===== src/rtl/counter_timer_gen.sv =====
// counter_timer_gen: prescaled up/down counter/timer with compare match, sticky W1C status and level irq.
// Define CTR_CAPTURE_EN to build the synchronised external capture input and capture register.
module counter_timer_gen #(
  parameter int unsigned WIDTH      = 32,
  parameter int unsigned PRESCALE_W = 8
) (
  input  logic               clkin,
  input  logic               resetn,
  input  logic [3:0]         reg_cfg_we,
  input  logic [31:0]        reg_cfg_di,
  output logic [31:0]        reg_cfg_do,
  input  logic [WIDTH/8-1:0] reg_val_we,
  input  logic [WIDTH-1:0]   reg_val_di,
  output logic [WIDTH-1:0]   reg_val_do,
  input  logic [WIDTH/8-1:0] reg_dat_we,
  input  logic [WIDTH-1:0]   reg_dat_di,
  output logic [WIDTH-1:0]   reg_dat_do,
  input  logic [WIDTH/8-1:0] reg_cmp_we,
  input  logic [WIDTH-1:0]   reg_cmp_di,
  output logic [WIDTH-1:0]   reg_cmp_do,
  input  logic               reg_sts_we,
  input  logic [2:0]         reg_sts_di,
  output logic [2:0]         reg_sts_do,
  output logic [WIDTH-1:0]   reg_cap_do,
  input  logic               capture_in,
  output logic               match_out,
  output logic               irq_out
);
  localparam int unsigned NB       = WIDTH / 8;
  localparam int unsigned CFG_BITS = 8 + PRESCALE_W;
  localparam logic [31:0] CFG_MASK = 32'((64'd1 << CFG_BITS) - 64'd1);

  function automatic logic [WIDTH-1:0] lane_mask(input logic [NB-1:0] we);
    logic [WIDTH-1:0] m;
    m = '0;
    for (int i = 0; i < NB; i++) m[i*8 +: 8] = {8{we[i]}};
    return m;
  endfunction

  logic [31:0]           cfg_wm;
  logic [31:0]           cfg_next;
  logic [WIDTH-1:0]      val_wm, dat_wm, cmp_wm;
  logic [WIDTH-1:0]      value_next;
  logic [WIDTH-1:0]      terminal;
  logic [PRESCALE_W-1:0] pre_cnt, pre_next, prescale;
  logic [2:0]            irq_ena, sts_clr, sts_next;
  logic                  enable, oneshot, up;
  logic                  lastenable, done, done_next;
  logic                  arm, dat_wr, tick, at_term;
  logic                  timeout_ev, match_ev, cap_ev;

  assign enable   = reg_cfg_do[0];
  assign oneshot  = reg_cfg_do[1];
  assign up       = reg_cfg_do[2];
  assign irq_ena  = reg_cfg_do[5:3];
  assign prescale = reg_cfg_do[8 +: PRESCALE_W];

  always_comb begin
    cfg_wm = '0;
    for (int i = 0; i < 4; i++) cfg_wm[i*8 +: 8] = {8{reg_cfg_we[i]}};
  end

  assign cfg_next = ((reg_cfg_do & ~cfg_wm) | (reg_cfg_di & cfg_wm)) & CFG_MASK;
  assign val_wm   = lane_mask(reg_val_we);
  assign dat_wm   = lane_mask(reg_dat_we);
  assign cmp_wm   = lane_mask(reg_cmp_we);

  // A current-value write pre-empts any tick in the same cycle.
  assign arm        = enable & ~lastenable;
  assign dat_wr     = |reg_dat_we;
  assign tick       = enable & lastenable & ~done & ~dat_wr & (pre_cnt == prescale);
  assign terminal   = up ? reg_val_do : '0;
  assign at_term    = (reg_dat_do == terminal);
  assign timeout_ev = tick & at_term;
  assign match_ev   = tick & (reg_dat_do == reg_cmp_do);

  always_comb begin
    pre_next = pre_cnt + PRESCALE_W'(1);
    if (!enable || arm || dat_wr || (pre_cnt == prescale)) pre_next = '0;
  end

  always_comb begin
    value_next = reg_dat_do;
    done_next  = done;
    if (arm) done_next = 1'b0;
    else if (timeout_ev && oneshot) done_next = 1'b1;
    if (dat_wr) begin
      value_next = (reg_dat_do & ~dat_wm) | (reg_dat_di & dat_wm);
    end else if (arm) begin
      value_next = up ? '0 : reg_val_do;
    end else if (tick) begin
      if (at_term) value_next = oneshot ? reg_dat_do : (up ? '0 : reg_val_do);
      else         value_next = up ? reg_dat_do + WIDTH'(1) : reg_dat_do - WIDTH'(1);
    end
  end

  // Event set wins over a simultaneous W1C of the same bit.
  assign sts_clr  = reg_sts_we ? reg_sts_di : 3'b000;
  assign sts_next = (reg_sts_do & ~sts_clr) | {cap_ev, match_ev, timeout_ev};

  always_ff @(posedge clkin or negedge resetn) begin
    if (!resetn) begin
      reg_cfg_do <= '0;
      reg_val_do <= '0;
      reg_dat_do <= '0;
      reg_cmp_do <= '0;
      reg_sts_do <= '0;
      pre_cnt    <= '0;
      lastenable <= 1'b0;
      done       <= 1'b0;
      match_out  <= 1'b0;
      irq_out    <= 1'b0;
    end else begin
      reg_cfg_do <= cfg_next;
      reg_val_do <= (reg_val_do & ~val_wm) | (reg_val_di & val_wm);
      reg_dat_do <= value_next;
      reg_cmp_do <= (reg_cmp_do & ~cmp_wm) | (reg_cmp_di & cmp_wm);
      reg_sts_do <= sts_next;
      pre_cnt    <= pre_next;
      lastenable <= enable;
      done       <= done_next;
      match_out  <= match_ev;
      irq_out    <= |(reg_sts_do & irq_ena);
    end
  end

`ifdef CTR_CAPTURE_EN
  // [1:0] synchroniser, [2] previous synchronised level for edge detection.
  logic [2:0] cap_sync;
  logic [1:0] edge_sel;
  logic       cap_rise, cap_fall;

  assign edge_sel = reg_cfg_do[7:6];
  assign cap_rise = cap_sync[1] & ~cap_sync[2];
  assign cap_fall = ~cap_sync[1] & cap_sync[2];

  always_comb begin
    cap_ev = 1'b0;
    case (edge_sel)
      2'b00:   cap_ev = cap_rise;
      2'b01:   cap_ev = cap_fall;
      2'b10:   cap_ev = cap_rise | cap_fall;
      default: cap_ev = 1'b0;
    endcase
  end

  always_ff @(posedge clkin or negedge resetn) begin
    if (!resetn) begin
      cap_sync   <= '0;
      reg_cap_do <= '0;
    end else begin
      cap_sync <= {cap_sync[1:0], capture_in};
      if (cap_ev) reg_cap_do <= reg_dat_do;
    end
  end
`else
  logic unused_capture;
  assign unused_capture = capture_in;
  assign cap_ev         = 1'b0;
  assign reg_cap_do     = '0;
`endif

endmodule


===== config.mk =====
export PLATFORM = sky130hd
export DESIGN_NAME = counter_timer_gen
export DESIGN_NICKNAME = d
export VERILOG_FILES = /design/src/rtl/counter_timer_gen.sv
export SDC_FILE = /design/constraint.sdc
export NUM_CORES = 1
export LEC_CHECK = 0
export ABC_AREA = 1
export BUFFER_PORTS_ARGS = -buffer_cell sky130_fd_sc_hd__buf_2
export CELL_PAD_IN_SITES_DETAIL_PLACEMENT = 0
export CELL_PAD_IN_SITES_GLOBAL_PLACEMENT = 2
export CORE_MARGIN = 10
export CORE_UTILIZATION = 27
export CTS_CLUSTER_DIAMETER = 40
export DETAILED_ROUTE_END_ITERATION = 7
export GPL_TIMING_DRIVEN = 0
export PLACE_DENSITY_LB_ADDON = 0.1
export SKIP_CTS_REPAIR_TIMING = 1
export SYNTH_ARGS = -nofsm -noshare
export SYNTH_HDL_FRONTEND = slang
export SYNTH_SLANG_ARGS = --single-unit
export TNS_END_PERCENT = 5

===== constraint.sdc =====
create_clock -name clkin -period 4.4 [get_ports clkin]
set_input_delay 0.88 -clock clkin [delete_from_list [all_inputs] [get_ports clkin]]
set_output_delay 0.88 -clock clkin [all_outputs]
set_load 0.03 [all_outputs]

==> impl_metrics.json, run 1 <==
{
  "crit_fanout": 22,
  "die-area_um2": 45600,
  "min-delay-path-class": "in2async",
  "clock_skews_ns": 0.0246,
  "post_synth_cell_types": 37,
  "dr.pass1.iters": 6,
  "route.antenna.remaining_nets": 0,
  "cpLargestDelayFamily": "buffers and inverters",
  "leakagePower_nw": 7.38,
  "dpl.hpwl_um": 37900,
  "drt_first_iter_violations": 577,
  "grt_pass1_wl_um": 67200,
  "globalRoute.totalOverflow": 0,
  "timing.critical_path.required_ns": 4.78,
  "max_slew_headroom_pct": 36.5,
  "final.fill_count": 4213,
  "timing.hold.ws_ns": 0.395,
  "timing.final.crit_period_ns": 4.02,
  "crit_buf_inv": 6,
  "setup.worst_path.class": "reg2reg",
  "timing.max_cap.violations": 0,
  "detail_route.wl_per_cell_um": 19.3,
  "core_region_area_um2": 36800,
  "start_kind": "register",
  "yosys.area_share.xor_xnor_pct": 2.60,
  "syn_avg_cell_area_um2": 6.35,
  "cts_made_buffers": 17,
  "clk_path_buf_depth": 2,
  "outcome": "completed",
  "placement.setup.worst_slack_ns": -0.0435,
  "finish.utilization_pct": 34.6,
  "final-max-slew-violation-count": 0,
  "route.detailed.drc": 0,
  "critPathMostFrequentCell": "sky130_fd_sc_hd__nand2_1",
  "insertion_delay_ns": 0.46,
  "fin_ws_ns": 0.382,
  "synthArstFlopShare_pct": 100,
  "setup_repair_after_global_routing_missed_its_margin": "no",
  "h-tree-depth": 4,
  "ys_seq_area_share_pct": 31.4,
  "placementRows": 70,
  "clock.fmax_ghz": 0.249,
  "clkSlewWorstSetupHoldPaths_ns": 0.06,
  "clock_sinks": 127,
  "finish.net_count": 2085,
  "largest_family_of_logic_cells_by_synthesized_area": "simple AND/OR/NAND/NOR gates",
  "vdd_ir_max_mv": 0.265,
  "setup.worst_path.end_class": "register",
  "synthesis.yosys.warnings": 0,
  "critPathArrivalTime_ns": 4.40,
  "boundaryPins": 316,
  "post-layout-total-power_mw": 4.76,
  "detail_route.vias_per_cell": 4.46,
  "grt_max_degree": 67,
  "share_of_synthesized_area_spent_on_multiplexers_pct": 3.79,
  "num_antenna_cells": 0,
  "synth-simple-area-share_pct": 38.2,
  "report.final.hold_viol_count": 0,
  "netlist_area_before_placement_um2": 10100,
  "routed-via-count": 10636,
  "setup_viol": 0,
  "slowest_stage": "sky130_fd_sc_hd__dfrtp_1",
  "overall_global_routing_resource_usage_pct": 20.1,
  "gp_congestion": 0.842,
  "synth_edf_count": 0,
  "die_height_um": 214,
  "grt_pass1_vias": 10647,
  "synth_compound_area_share_pct": 5.52,
  "power_density_nw_per_um2": 374,
  "postSynthCellCount": 1593,
  "cp_cell_sequence": "buf_4 -> buf_4 -> clkinvlp_4 -> buf_2 -> buf_12 -> ha_1 -> nand2_1 -> nor2_1 -> inv_1 -> nor2_1 -> nand4_1 -> nand3_1 -> nand2_1 -> nand2_1 -> nand2_1 -> nand2_1 -> nand2_1 -> a21boi_1",
  "layout-drive-gt1-share_pct": 20.7,
  "post_synth_fa_ha_maj_area_fraction_pct": 4.03,
  "antenna_violations_before_repair": 1,
  "clock-root-buffer": "sky130_fd_sc_hd__clkbuf_16",
  "wl_um": 46000,
  "instances_no_fill": 2383,
  "die-width_um": 214,
  "place.detailed.instances": 2352,
  "ys_seq_elements": 127,
  "worstMarginPinSlew_ns": 0.953,
  "buffer_ports.inserted": 242,
  "initial_util_pct": 27.5,
  "ys.flop_type": "sky130_fd_sc_hd__dfrtp_1",
  "finalCritPeriodShare_pct": 91.3,
  "syn_to_final_growth_pct": 25.8,
  "critical_path.max_stage_delay_ns": 0.50,
  "tritoncts": "yes"
}
report_power, final:
group          switching [mW]  internal (mW)  total (mW)
sequential              0.194           1.27        1.47
clock                   0.611          0.828        1.44
combinational            1.27          0.588        1.86
per-stage QoR:
stage | setup TNS, ns | area, µm²
4_1_cts | -0.204 | 12700
5_1_grt | 0 | 12700
3_3_place_gp | -19.35 | 12100
2_1_floorplan | 0 | 10300
3_5_place_dp | -0.0848 | 12100
6_report | 0 | 12700
logic make-up after synthesis:
kind of cell             count (synthesis)
AO/OA/AOI/OAI                          101
XOR/XNOR                                30
adder cells (fa/ha/maj)                 32
buffers and inverters                  325
flip-flops                             127
multiplexers                            34
other                                    1
AND/OR/NAND/NOR                        943
cells in the final DEF (no fill, tap or decap), types with 3 or more instances in the layout:
cell	instances
sky130_fd_sc_hd__nor3_1	16
sky130_fd_sc_hd__a21oi_1	31
sky130_fd_sc_hd__o21ai_0	52
sky130_fd_sc_hd__dfrtp_1	127
sky130_fd_sc_hd__buf_4	50
sky130_fd_sc_hd__inv_1	237
sky130_fd_sc_hd__buf_6	4
sky130_fd_sc_hd__ha_1	31
sky130_fd_sc_hd__nor2_2	5
sky130_fd_sc_hd__and2_1	7
sky130_fd_sc_hd__xor2_1	24
sky130_fd_sc_hd__nor2_1	120
sky130_fd_sc_hd__nor4_1	5
sky130_fd_sc_hd__clkbuf_8	3
sky130_fd_sc_hd__mux2_2	34
sky130_fd_sc_hd__nand2_1	656
sky130_fd_sc_hd__conb_1	48
sky130_fd_sc_hd__nand3_1	88
sky130_fd_sc_hd__a21boi_1	9
sky130_fd_sc_hd__buf_2	258
sky130_fd_sc_hd__clkinvlp_4	4
sky130_fd_sc_hd__inv_6	3
sky130_fd_sc_hd__clkbuf_16	17
sky130_fd_sc_hd__nand4_1	30
sky130_fd_sc_hd__xnor2_1	6
sky130_fd_sc_hd__nand3b_1	4
sky130_fd_sc_hd__clkbuf_1	15
worst reg2reg max path, delay by kind of cell (launching register included):
kind | cells | cell delay (ns)
adder cells (fa/ha/maj) | 1 | 0.41
AND/OR/NAND/NOR | 10 | 1.44
flip-flops | 1 | 0.50
AO/OA/AOI/OAI | 1 | 0.14
buffers and inverters | 6 | 1.45
synthesized netlist by cell type (3+ instances only):
| master | n | area [µm²] |
|---|---|---|
| sky130_fd_sc_hd__nand2_1 | 656 | 2460 |
| sky130_fd_sc_hd__inv_1 | 237 | 890 |
| sky130_fd_sc_hd__dfrtp_1 | 127 | 3180 |
| sky130_fd_sc_hd__nor2_1 | 120 | 450 |
| sky130_fd_sc_hd__nand3_1 | 88 | 440 |
| sky130_fd_sc_hd__o21ai_0 | 52 | 260 |
| sky130_fd_sc_hd__buf_4 | 50 | 375 |
| sky130_fd_sc_hd__mux2_2 | 34 | 383 |
| sky130_fd_sc_hd__a21oi_1 | 32 | 160 |
| sky130_fd_sc_hd__ha_1 | 31 | 388 |
| sky130_fd_sc_hd__nand4_1 | 30 | 188 |
| sky130_fd_sc_hd__xor2_1 | 24 | 210 |
| sky130_fd_sc_hd__buf_2 | 17 | 85.1 |
| sky130_fd_sc_hd__nor3_1 | 16 | 80.1 |
| sky130_fd_sc_hd__clkbuf_1 | 14 | 52.6 |
| sky130_fd_sc_hd__a21boi_1 | 9 | 67.6 |
| sky130_fd_sc_hd__and2_1 | 7 | 43.8 |
| sky130_fd_sc_hd__xnor2_1 | 6 | 52.6 |
| sky130_fd_sc_hd__nor2_2 | 5 | 31.3 |
| sky130_fd_sc_hd__nor4_1 | 5 | 31.3 |
| sky130_fd_sc_hd__nand3b_1 | 4 | 30.0 |
| sky130_fd_sc_hd__buf_6 | 3 | 33.8 |
metal layers:
| metal | wire, µm | part of all wire, % | vias to the layer above | global-route usage, % |
|---|---|---|---|---|
| li1 | - | - | 5439 | - |
| met1 | 20800 | 45 | 4959 | 25.6 |
| met2 | 22300 | 49 | 201 | 33.9 |
| met3 | 2130 | 4.6 | 35 | 4.19 |
| met4 | 706 | 1.5 | 2 | 5.38 |
| met5 | 12 | 0.026 | - | 0 |
final timing paths:
kind	startpoint	slack, ns	depth (start not counted)	end
setup / recovery	register	0.38	18	register
hold / removal	resetn	0.39	1	asynchronous set/reset pin
setup reg to reg	register	0.38	18	register
hold reg to reg	register	0.44	0	lastenable
max in group asynchronous	resetn	3.21	2	asynchronous set/reset pin
min in group clkin	register	0.44	0	lastenable
cell type report:
cell class              count  area (µm²)  area share (%)
multi-input cells        1188        5660            44.5
plain buffers              83         543            4.27
well taps                 468         586            4.60
repair buffers            244        1260            9.95
clock buffers              22         474            3.73
clock inverters            10         101           0.797
inverters                 241         908            7.14
flip-flops and latches    127        3180            25.0
(Power assumes the default switching activity.)
==> inputs of run 2 (changes only) <==
- clock period: 4.4 -> 3.8 ns (I/O delays scaled with it)
==> run 2 against run 1 <==
Against the previous run:
- sequential power increased by 16%
- non-clock buffer count increased by 2
- first-iteration DRC count decreased by 3.3%
- count of clock-buffer cells in the layout unchanged
- combinational power increased by 16%
- total power increased by 16%
- largest cell class unchanged
- worst setup slack got worse by 0.069 ns
- cell area increased by 0.29%
- routed wire length decreased by 0.20%
==> impl_metrics.json, run 2 (synthesis results as in run 1) <==
{
  "route.detailed.drc": 0,
  "antenna_violations_before_repair": 1,
  "route.antenna.remaining_nets": 0,
  "setup.worst_path.class": "reg2reg",
  "overall_global_routing_resource_usage_pct": 20.1,
  "finish.net_count": 2087,
  "die_height_um": 214,
  "detail_route.wl_per_cell_um": 19.2,
  "setup_repair_after_global_routing_missed_its_margin": "no",
  "clkSlewWorstSetupHoldPaths_ns": 0.07,
  "timing.critical_path.required_ns": 4.15,
  "placementRows": 70,
  "finalCritPeriodShare_pct": 91.7,
  "initial_util_pct": 27.5,
  "power.share.combinational_pct": 39.1,
  "power_density_nw_per_um2": 433,
  "boundaryPins": 316,
  "cts_made_buffers": 17,
  "dr.pass1.iters": 5,
  "sw_frac_of_total_pct": 43.5,
  "leakagePower_nw": 7.39,
  "globalRoute.totalOverflow": 0,
  "h-tree-depth": 4,
  "dpl.hpwl_um": 37900,
  "die-area_um2": 45600,
  "final.fill_count": 4211,
  "worstMarginPinSlew_ns": 0.937,
  "grt_pass1_wl_um": 67200,
  "clock_sinks": 127,
  "start_kind": "register",
  "sequentialPowerShare_pct": 30.8,
  "switchingPower_mw": 2.40,
  "clock.fmax_ghz": 0.287,
  "clock_skews_ns": 0.0236,
  "max_slew_headroom_pct": 37.6,
  "core_region_area_um2": 36800,
  "critical_path.max_stage_delay_ns": 0.45,
  "crit_fanout": 22,
  "clk_path_buf_depth": 2,
  "layout-drive-gt1-share_pct": 21.1,
  "timing.max_cap.violations": 0,
  "grt_pass1_vias": 10647,
  "die-width_um": 214,
  "worstRegToRegCells": 17,
  "setup_viol": 0,
  "syn_to_final_growth_pct": 26.1,
  "report.final.hold_viol_count": 0,
  "critPathMostFrequentCell": "sky130_fd_sc_hd__nand2_1",
  "insertion_delay_ns": 0.46,
  "tritoncts": "yes",
  "buffer_ports.inserted": 242,
  "detail_route.vias_per_cell": 4.46,
  "vdd_ir_max_mv": 0.308,
  "power.clock.fraction_pct": 30.1,
  "power.internal_mw": 3.12,
  "grt_max_degree": 67,
  "wl_um": 45900,
  "slowest_stage": "sky130_fd_sc_hd__dfrtp_2",
  "timing.setup.tns_ns": 0,
  "outcome": "completed",
  "r2r_slack_ns": 0.31,
  "timing.hold.ws_ns": 0.276,
  "layout_commonest_cell": "sky130_fd_sc_hd__nand2_1",
  "routed-via-count": 10636,
  "drt_first_iter_violations": 558,
  "setup.worst_path.end_class": "register",
  "num_antenna_cells": 0,
  "timing.final.crit_period_ns": 3.49,
  "min-delay-path-class": "in2async",
  "gp_congestion": 0.842,
  "cp_cell_sequence": "buf_4 -> buf_8 -> clkinvlp_4 -> buf_4 -> buf_12 -> ha_1 -> or2_2 -> nand3_1 -> nand2_1 -> nand2_1 -> nand2_1 -> nand2_1 -> nand3_1 -> a21oi_1 -> nor2_1 -> nor2_1 -> nor2_1",
  "clock-root-buffer": "sky130_fd_sc_hd__clkbuf_16",
  "layout.cells.most_common_list": "sky130_fd_sc_hd__nand2_1, sky130_fd_sc_hd__buf_2, sky130_fd_sc_hd__inv_1",
  "critPathArrivalTime_ns": 3.84,
  "final-max-slew-violation-count": 0
}
[run 2: changes by cell type in the layout (fill, tap and decap cells not counted), sizes merged]
cell | previous run | this run
buf | 314 | 316
[run 2: worst max-delay path by stage]
stage,startpoint,endpoint,slack (ns),depth (start not counted)
floorplan,register,register,0.03,17
global placement,register,register,-1.56,17
detailed placement,register,register,-0.64,19
CTS,register,register,-0.68,19
global route,register,register,0.002,18
finish,register,register,0.31,17
[run 2: per-layer routing]
| metal | share of wire, % | track usage (%) | wire (µm) | vias up |
|---|---|---|---|---|
| met5 | 0.026 | 0 | 12 | - |
| met4 | 1.5 | 5.38 | 676 | 2 |
| met3 | 4.9 | 4.19 | 2230 | 31 |
| met2 | 49 | 33.9 | 22400 | 219 |
| met1 | 45 | 25.6 | 20600 | 4934 |
| li1 | - | - | - | 5450 |
[run 2: final cells by class]
class	instances	area, µm²	share of cell area (%)
Buffer	83	553	4.34
Clock buffer	22	474	3.72
Clock inverter	10	101	0.795
Inverter	241	908	7.12
Multi-Input combinational cell	1188	5670	44.5
Sequential cell	127	3180	24.9
Tap cell	468	586	4.59
Timing Repair Buffer	246	1280	10.0
[run 2: power by group through the flow]
stage	Sequential, mW	Clock (mW)	Combinational [mW]
after floorplan	1.86	0	1.20
after global placement	1.72	0	2.14
after detailed placement	1.73	0	2.15
after CTS	1.70	1.72	2.16
after global routing	1.72	1.77	2.42
final	1.70	1.67	2.16
[run 2: stage by stage]
stage                     util [%]  setup slack [ns]  std cells  area (µm²)  total power [mW]
final                         34.7             0.314       2385       12800              5.52
after global routing          34.7           0.00184       2385       12800              5.91
after detailed placement      33.0            -0.643       2352       12100              3.88
after global placement        32.9             -1.56       2350       12100              3.86
after floorplan                  -            0.0272       1640       10300              3.07
after CTS                     34.6            -0.683       2384       12700              5.58
[run 2: critical path: cells and delay by family (launching register included)]
kind / cells / cell delay (ns)
compound gates: 1 / 0.35
flops: 1 / 0.45
simple gates: 10 / 1.18
buf+inv: 5 / 1.01
fa+ha+maj: 1 / 0.40
